[config.mk]
export PLATFORM = sky130hd
export DESIGN_NAME = instr_loader
export DESIGN_NICKNAME = d
export VERILOG_FILES = /design/src/rtl/instr_loader_pkg.sv /design/src/rtl/loader_word_assembler.sv /design/src/rtl/instr_loader.sv
export SDC_FILE = /design/constraint.sdc
export NUM_CORES = 1
export LEC_CHECK = 0
export ABC_AREA = 1
export BUFFER_PORTS_ARGS = -buffer_cell sky130_fd_sc_hd__buf_2
export CAP_MARGIN = 20
export CELL_PAD_IN_SITES_DETAIL_PLACEMENT = 1
export CELL_PAD_IN_SITES_GLOBAL_PLACEMENT = 1
export CORE_MARGIN = 2
export CORE_UTILIZATION = 42
export DETAILED_ROUTE_END_ITERATION = 7
export PLACE_DENSITY_LB_ADDON = 0.05
export SETUP_SLACK_MARGIN = 0.1
export SYNTH_ARGS = -nofsm -noshare
export SYNTH_HDL_FRONTEND = slang
export SYNTH_SLANG_ARGS = --single-unit
[constraint.sdc]
create_clock -name clk -period 4 [get_ports clk]
set_input_delay 0.2 -clock clk [delete_from_list [all_inputs] [get_ports clk]]
set_output_delay 0.2 -clock clk [all_outputs]
set_load 0.05 [all_outputs]
[src/rtl/instr_loader_pkg.sv]
// Shared types and constants for the instruction-memory loader.
package instr_loader_pkg;

  typedef enum logic [2:0] {
    IDLE,
    HDR_HI,
    HDR_LO,
    DATA,
    WRITE,
    CSUM,
    DONE,
    ERR
  } state_t;

  localparam int unsigned WORD_BYTES = 4;
  localparam int unsigned ADDR_STEP  = 4;

  // States in which the loader takes bytes from the host link.
  function automatic logic is_rx_state(state_t s);
    return s inside {HDR_HI, HDR_LO, DATA, CSUM};
  endfunction

  function automatic logic is_busy_state(state_t s);
    return !(s inside {IDLE, DONE, ERR});
  endfunction

endpackage

[src/rtl/loader_word_assembler.sv]
// Big-endian byte-to-word shift register with a running data checksum.
module loader_word_assembler
  import instr_loader_pkg::*;
(
  input  logic        clk,
  input  logic        reset,
  input  logic        clr,
  input  logic        en,
  input  logic [7:0]  din,
  output logic [31:0] word,
  output logic        word_ready_c,
  output logic [7:0]  csum
);

  logic [1:0] byte_cnt;

  // Combinational so the FSM can leave DATA on the same edge that takes the last byte.
  assign word_ready_c = en && (byte_cnt == 2'(WORD_BYTES - 1));

  always_ff @(posedge clk or posedge reset) begin
    if (reset) begin
      word     <= '0;
      byte_cnt <= '0;
      csum     <= '0;
    end else if (clr) begin
      word     <= '0;
      byte_cnt <= '0;
      csum     <= '0;
    end else if (en) begin
      word     <= {word[23:0], din};
      byte_cnt <= byte_cnt + 2'd1;
      csum     <= csum + din;
    end
  end

endmodule

[src/rtl/instr_loader.sv]
// Fills instruction memory from a framed byte stream and releases the CPU on a good load.
module instr_loader
  import instr_loader_pkg::*;
#(
  parameter int unsigned ADDR_W      = 10,
  parameter int unsigned TIMEOUT_CYC = 65535
) (
  input  logic        clk,
  input  logic        reset,
  input  logic        start,
  input  logic [7:0]  rx_data,
  input  logic        rx_valid,
  output logic        rx_ready,
  output logic        mem_we,
  output logic [31:0] mem_addr,
  output logic [31:0] mem_wdata,
  output logic        cpu_reset,
  output logic        busy,
  output logic        done,
  output logic        error,
  output logic [15:0] word_count
);

  localparam int unsigned TO_W     = $clog2(TIMEOUT_CYC + 1);
  localparam logic [31:0] CAPACITY = 32'(1) << ADDR_W;

  state_t          state, state_n;
  logic            accept;
  logic            start_go;
  logic            to_hit;
  logic [7:0]      hdr_hi;
  logic [15:0]     hdr_n;
  logic [15:0]     n_words;
  logic [TO_W-1:0] to_cnt;
  logic            word_ready_c;
  logic [7:0]      csum;

  assign accept = rx_valid && rx_ready;
  assign hdr_n  = {hdr_hi, rx_data};

  loader_word_assembler u_asm (
    .clk          (clk),
    .reset        (reset),
    .clr          (start_go),
    .en           (accept && (state == DATA)),
    .din          (rx_data),
    .word         (mem_wdata),
    .word_ready_c (word_ready_c),
    .csum         (csum)
  );

  always_ff @(posedge clk or posedge reset) begin
    if (reset) state <= IDLE;
    else       state <= state_n;
  end

  // Next-state logic; a stalled link in any receiving state ends in ERR.
  always_comb begin
    state_n  = state;
    start_go = 1'b0;
    to_hit   = rx_ready && !accept && (to_cnt == TO_W'(TIMEOUT_CYC - 1));
    case (state)
      IDLE, DONE, ERR: begin
        if (start) begin
          state_n  = HDR_HI;
          start_go = 1'b1;
        end
      end
      HDR_HI: begin
        if (accept)      state_n = HDR_LO;
        else if (to_hit) state_n = ERR;
      end
      HDR_LO: begin
        if (accept)      state_n = ((hdr_n == 16'd0) || ({16'd0, hdr_n} > CAPACITY)) ? ERR : DATA;
        else if (to_hit) state_n = ERR;
      end
      DATA: begin
        if (word_ready_c) state_n = WRITE;
        else if (to_hit)  state_n = ERR;
      end
      WRITE: begin
        state_n = ((word_count + 16'd1) == n_words) ? CSUM : DATA;
      end
      CSUM: begin
        if (accept)      state_n = (rx_data == csum) ? DONE : ERR;
        else if (to_hit) state_n = ERR;
      end
      default: state_n = IDLE;
    endcase
  end

  // Registered outputs follow the state being entered.
  always_ff @(posedge clk or posedge reset) begin
    if (reset) begin
      rx_ready   <= 1'b0;
      mem_we     <= 1'b0;
      mem_addr   <= '0;
      cpu_reset  <= 1'b1;
      busy       <= 1'b0;
      done       <= 1'b0;
      error      <= 1'b0;
      word_count <= '0;
      hdr_hi     <= '0;
      n_words    <= '0;
      to_cnt     <= '0;
    end else begin
      rx_ready  <= is_rx_state(state_n);
      busy      <= is_busy_state(state_n);
      cpu_reset <= (state_n != DONE);
      error     <= (state_n == ERR);
      done      <= (state == CSUM) && (state_n == DONE);
      mem_we    <= (state_n == WRITE);

      if (start_go)                word_count <= '0;
      else if (state == WRITE)     word_count <= word_count + 16'd1;

      if (start_go)                mem_addr <= '0;
      else if (state_n == WRITE)   mem_addr <= 32'(word_count) * 32'(ADDR_STEP);

      if (accept && (state == HDR_HI)) hdr_hi  <= rx_data;
      if (accept && (state == HDR_LO)) n_words <= hdr_n;

      if (accept || start_go)      to_cnt <= '0;
      else if (rx_ready)           to_cnt <= to_cnt + TO_W'(1);
    end
  end

endmodule

==> impl_metrics.json, run 1 <==
{
  "drcViolationCount": 0,
  "setup_viol": 0,
  "routabilityCongestion": 0.863,
  "final_layout_size_suffix_gt1_share_pct": 16.7,
  "ys_seq_area_share_pct": 49.0,
  "layout.nets": 899,
  "power.share.combinational_pct": 37.2,
  "ys_dominant_reg_cell": "dfrtp_1",
  "syn_area_um2": 6280,
  "seqPwrFrac_pct": 33.3,
  "critPathLaunchType": "flop",
  "post-route-cell-area_um2": 7460,
  "path_common_cell": "nor2_1",
  "cp_slowest_cell": "nand2_2",
  "relSlewSlack_pct": 49.4,
  "path_buf_inv": 1,
  "hold_class": "input pin to flop",
  "multi_input_area_um2": 2620,
  "maxCapViolations": 0,
  "clkLatencyLatePin_ns": 0.42,
  "crit_family": "simple AND/OR/NAND/NOR gates",
  "grt_antenna_before_repair": 0,
  "drtPass1Iterations": 4,
  "critical_path.cell_chain": "inv_2, nor2_1, nand2_1, nor2_4, nand2_2, nand2_1, o211ai_1, o21ai_1, nand4_1, nor2_2, nand2_2, nor2_1, nor2_1",
  "ys.warnings.count": 0,
  "clk_pin_slew_ns": 0.06,
  "async_reset_ff_share_pct": 100,
  "cts_root_buf": "clkbuf_16",
  "peakVddDrop_v": 0.000345,
  "post_cts_buffers": 0,
  "switching_share_pct": 42.9,
  "grt_util_all_layers_pct": 24.0,
  "critical_path_class": "flop to flop",
  "cts_buffer_depth": 2,
  "synth_top_area_share_pct": 48.6,
  "synthCells": 785,
  "clkPwrFrac_pct": 29.6,
  "drtIter0Drc": 415,
  "synth_area_leader_cell": "dfrtp_1",
  "ioPinCount": 98,
  "die_w_um": 126,
  "synth.avg_cell_area_um2": 8.00,
  "max_stage_delay_ns": 0.41,
  "crit_arrival_ns": 2.85,
  "cts_tree": "built",
  "power_switching_mw": 2.24,
  "routedWlPerCell_um": 17.1,
  "min_period_over_period_pct": 63.6,
  "synth_most_common_cell": "nand2_1",
  "coreArea_um2": 14600,
  "status": "finished, final reports clean",
  "power.internal_mw": 2.98,
  "num_vias": 5673,
  "finalHoldViolCount": 0,
  "htree_levels": 4,
  "fillers": 1824,
  "syn2layout_area_growth_pct": 18.8,
  "dp_hpwl_um": 13500,
  "worstSetupEndpointType": "flop",
  "crit_fanout": 35,
  "numCtsBuffers": 17,
  "die_area_um2": 15900,
  "port_buffers": 81,
  "rows": 44,
  "regArea_um2": 3080,
  "wl_um": 18300,
  "post_dp_cell_area_um2": 6830,
  "avgViaCountPerCell": 5.29,
  "rsz0062_at_grt": "false",
  "grt_max_degree": 51,
  "synth_area_leaders": "dfrtp_1 49%, nand2_1 10%, inv_1 6.8%",
  "finalClockSkew_ns": 0.00558,
  "start_util_pct": 43.0,
  "ys_ff_latch": 123,
  "synth_cell_type_count": 40,
  "p_leak_nw": 3.78,
  "grt_pass1_wl_um": 30400,
  "power.density_nw_per_um2": 699,
  "min_period_ns": 2.55,
  "timing.fmax_ghz": 0.393,
  "ant_nets": 0,
  "tightest_slew_ns": 0.758,
  "grt_overflow_total": 0,
  "cp.required_ns": 4.30,
  "grt_pass1_vias": 6101,
  "synth_common_cells": "169 x nand2_1, 122 x dfrtp_1, 114 x inv_1, 81 x nand3_1, 71 x o21ai_0",
  "numClockSinks": 123,
  "die_h_um": 126,
  "finalSetupTns_ns": 0,
  "cts_resized": 0,
  "synth-edff-count": 0,
  "diodes": 0,
  "slew_viol_final": 0
}
-- cells in the final DEF, fill, tap and decap left out, drive strengths merged, types with 8 or more instances in the layout --
master	count
inv	125
o22ai	35
conb	16
buf	88
nand3	81
dfrtp	122
nand4	16
o21ai	74
a21oi	19
nor2	63
nor3	8
nand2	175
clkbuf	17
ha	11
-- power groups by stage --
stage	registers, mW	clock network [mW]	logic (mW)
finish	1.73	1.54	1.94
detailed placement	1.75	0	1.91
CTS	1.73	1.57	1.93
global route	1.77	1.63	2.15
floorplan	2.04	0	1.11
global placement	1.74	0	1.83
-- registers in the layout, summed over array words and instances, names as in the netlist, 2 cells and up --
register	count
u_asm.word	32
mem_addr	16
n_words	16
to_cnt	16
word_count	16
hdr_hi	8
u_asm.csum	8
state	3
u_asm.byte_cnt	2
-- metrics by stage --
stage	hold WS [ns]	power, mW	util, %	std cells	setup slack, ns
after global routing	0.0628	5.55	51.1	1072	1.09
after CTS	0.0380	5.24	51.0	1071	1.43
after global placement	0.334	3.56	46.8	1038	1.54
after floorplan	0.321	3.15	-	800	0.531
after detailed placement	0.357	3.66	46.8	1038	1.41
final	0.0592	5.21	51.1	1072	1.45
-- area by class of cell --
class	count	area share [%]
multi-input combinational	523	35.1
clock inverter	15	2.21
timing repair buffer	89	6.54
sequential	123	41.3
clock buffer	17	5.70
tap	184	3.09
inverter	121	6.12
-- kinds of logic after synthesis --
group | after synthesis | synth area share, %
other | 1 | 0.0597
buffers and inverters | 154 | 10.2
AOI/OAI and AO/OA | 141 | 12.6
and+or+nand+nor | 347 | 24.6
adders and majority gates | 12 | 2.51
DFF | 123 | 49.0
xor gates and xnor gates | 7 | 0.976
-- layer usage --
layer	global-route usage, %	part of all wire [%]	vias to the layer above
met5	0	0	-
met4	8.60	1.9	0
met3	4.38	3.4	23
met2	42.5	51	119
met1	29.2	43	2794
li1	-	-	2737
-- what timing repair did --
action	in CTS	in global routing
endpoints found under the setup margin	0	0
hold endpoints to repair	47	0
hold buffers	1	0
-- worst reg2reg max path, delay by kind of cell, from the launching register on --
| family | cells | cell delay [ns] |
|---|---|---|
| compound gates | 2 | 0.21 |
| buf+inv | 1 | 0.06 |
| flops | 1 | 0.37 |
| simple gates | 10 | 1.80 |
-- path summary, 6_finish.rpt --
kind                                            start                    endpoint  slack, ns  cells past startpoint
max in group asynchronous                       reset  u_asm.word[20]$_DFFE_PP0P_       2.58                      4
min reg2reg                u_asm.word[31]$_DFFE_PP0P_  u_asm.word[31]$_DFFE_PP0P_       0.49                      2
min                                        rx_data[4]      n_words[4]$_DFFE_PP0P_       0.06                      3
min in group asynchronous                       reset  u_asm.word[25]$_DFFE_PP0P_       0.45                      3
max reg2reg                        state[1]$_DFF_PP0_              busy$_DFF_PP0_       1.45                     13
max                                state[1]$_DFF_PP0_              busy$_DFF_PP0_       1.45                     13
Power figures use the tool's default switching activity.
==> inputs of run 2 (changes only) <==
Clock period 4 ns to 2.6 ns, I/O delays scaled along.
==> run 2 against run 1 <==
Compared with the run above: non-clock buffer count increased by 14; critical path type unchanged; first-iteration DRC count decreased by 41%; highest routed layer unchanged; clock-buffer cell count increased by 1; clock skew about the same; sequential share of layout area decreased by 0.64 points; die area unchanged; register-to-register slack got worse by 1.2 ns; setup slack got worse by 1.2 ns.
==> impl_metrics.json, run 2 (synthesized netlist as in run 1, its figures left out) <==
{
  "stdcell_count": 1087,
  "drtIter0Drc": 243,
  "rows": 44,
  "grt_max_degree": 124,
  "ioPinCount": 98,
  "cts_root_buf": "clkbuf_16",
  "rsz0062_at_grt": "false",
  "clkPwrFrac_pct": 28.3,
  "busiest_layer": "met2",
  "final_layout_size_suffix_gt1_share_pct": 17.8,
  "setup_slack_ns": 0.304,
  "largest_reg_flops": 32,
  "die_area_um2": 15900,
  "grtUsageMet2_pct": 40.2,
  "maxCapViolations": 0,
  "place_inst": 1043,
  "htree_levels": 4,
  "post_dp_cell_area_um2": 6890,
  "post-route-cell-area_um2": 7580,
  "critPathLaunchType": "flop",
  "grt_pass1_wl_um": 30400,
  "dp_hpwl_um": 13100,
  "start_util_pct": 43.0,
  "multi_input_area_um2": 2640,
  "finalSetupTns_ns": 0,
  "grt_overflow_total": 0,
  "crit_fanout": 5,
  "power.internal_mw": 4.54,
  "hold_class": "input pin to flop",
  "ant_nets": 0,
  "hold_ws_ns": 0.0192,
  "power.density_nw_per_um2": 1050,
  "wl_um": 18000,
  "syn2layout_area_growth_pct": 20.8,
  "cp.required_ns": 2.91,
  "relSlewSlack_pct": 53.5,
  "grtUsageMet3_pct": 4.63,
  "final_core_util_pct": 52.0,
  "cts_buffer_depth": 2,
  "worstSetupEndpointType": "flop",
  "cts_tree": "built",
  "grt_util_all_layers_pct": 23.7,
  "layout.nets": 914,
  "numClockSinks": 123,
  "final_cell_mix": "167 x nand2_1, 121 x dfrtp_1, 113 x inv_1, 81 x nand3_1, 81 x buf_2",
  "drtPass1Iterations": 4,
  "routedWlPerCell_um": 16.6,
  "min_period_ns": 2.30,
  "tightest_slew_ns": 0.698,
  "critical_path_class": "flop to flop",
  "dp_slack_ns": 0.188,
  "p_leak_nw": 3.83,
  "finalHoldViolCount": 0,
  "routabilityCongestion": 0.902,
  "fillers": 1809,
  "diodes": 0,
  "drcViolationCount": 0,
  "power_mw": 7.98,
  "final_common_cell": "nand2_1",
  "largest_register": "u_asm.word",
  "grt_pass1_vias": 6059,
  "seqPwrFrac_pct": 33.3,
  "timing.fmax_ghz": 0.436,
  "grt_use_met1_pct": 29.3,
  "coreArea_um2": 14600,
  "num_vias": 5659,
  "clkLatencyLatePin_ns": 0.43,
  "status": "finished, final reports clean",
  "switching_share_pct": 43.1,
  "numCtsBuffers": 17,
  "crit_arrival_ns": 2.60,
  "die_h_um": 126,
  "min_period_over_period_pct": 88.3,
  "power.share.combinational_pct": 38.4,
  "power_switching_mw": 3.44,
  "regArea_um2": 3080,
  "setup_viol": 0,
  "clk_pin_slew_ns": 0.06,
  "avgViaCountPerCell": 5.21,
  "die_w_um": 126,
  "slew_viol_final": 0,
  "port_buffers": 81,
  "finalClockSkew_ns": 0.00605,
  "grt_antenna_before_repair": 0,
  "peakVddDrop_v": 0.000484
}
## run 2: cell types whose count changed in the layout (fill, tap and decap cells not counted), sizes merged
| cell | change |
|---|---|
| buf | +7 |
| bufinv | -1 |
| clkbuf | +1 |
| clkinv | +5 |
| clkinvlp | +1 |
| dlygate4sd3 | +7 |
| inv | -6 |
| nor2 | +1 |
## run 2: what timing repair did
action,CTS,global route
cloned,0,1
buffers inserted,0,3
endpoints found under the setup margin,1,5
gates resized for setup,1,4
pin swaps,0,2
hold buffers,8,0
hold endpoints to repair,129,0
## run 2: cell type report
class,count,area share (%)
timing repair buffer,103,8.12
clock inverter,14,1.63
inverter,121,6.04
tap,184,3.04
sequential,123,40.6
clock buffer,18,5.79
multi-input combinational,524,34.8
## run 2: worst max-delay path, cell delays in order (launching register included)
cell and delay [ns]:
dfrtp_1 0.43, ha_2 0.23, nand2_2 0.10, nor2_4 0.20, nand2_1 0.09, nand3_1 0.07
nand2_1 0.09, nor2_1 0.15, nand3_1 0.11, nor3_2 0.21, nand3_1 0.14, nand2_1 0.10
nor2_2 0.05, nor2_2 0.13, nor2_1 0.07
## run 2: routing by layer
metal | share of wire [%] | vias up
li1 | - | 2762
met1 | 44 | 2736
met2 | 49 | 113
met3 | 3.7 | 48
met4 | 3.4 | 0
met5 | 0 | -
## run 2: path summary, 6_finish.rpt
| path | slack [ns] | endpoint | from | depth (start not counted) |
|---|---|---|---|---|
| max reg2reg | 0.30 | busy$_DFF_PP0_ | word_count[1]$_DFFE_PP0P_ | 14 |
| min reg2reg | 0.48 | u_asm.word[27]$_DFFE_PP0P_ | u_asm.word[27]$_DFFE_PP0P_ | 2 |
| max | 0.30 | busy$_DFF_PP0_ | word_count[1]$_DFFE_PP0P_ | 14 |
| max in group asynchronous | 1.64 | word_count[8]$_DFFE_PP0P_ | reset | 4 |
| min | 0.02 | n_words[3]$_DFFE_PP0P_ | rx_data[3] | 3 |
| min in group asynchronous | 0.41 | mem_addr[3]$_DFFE_PP0P_ | reset | 4 |
## run 2: power by group through the flow
stage               sequential [mW]  clock [mW]  combinational (mW)
floorplan                      3.14           0                1.70
global placement               2.66           0                2.89
detailed placement             2.69           0                2.99
CTS                            2.67        2.30                3.05
global route                   2.72        2.37                3.39
finish                         2.66        2.26                3.06
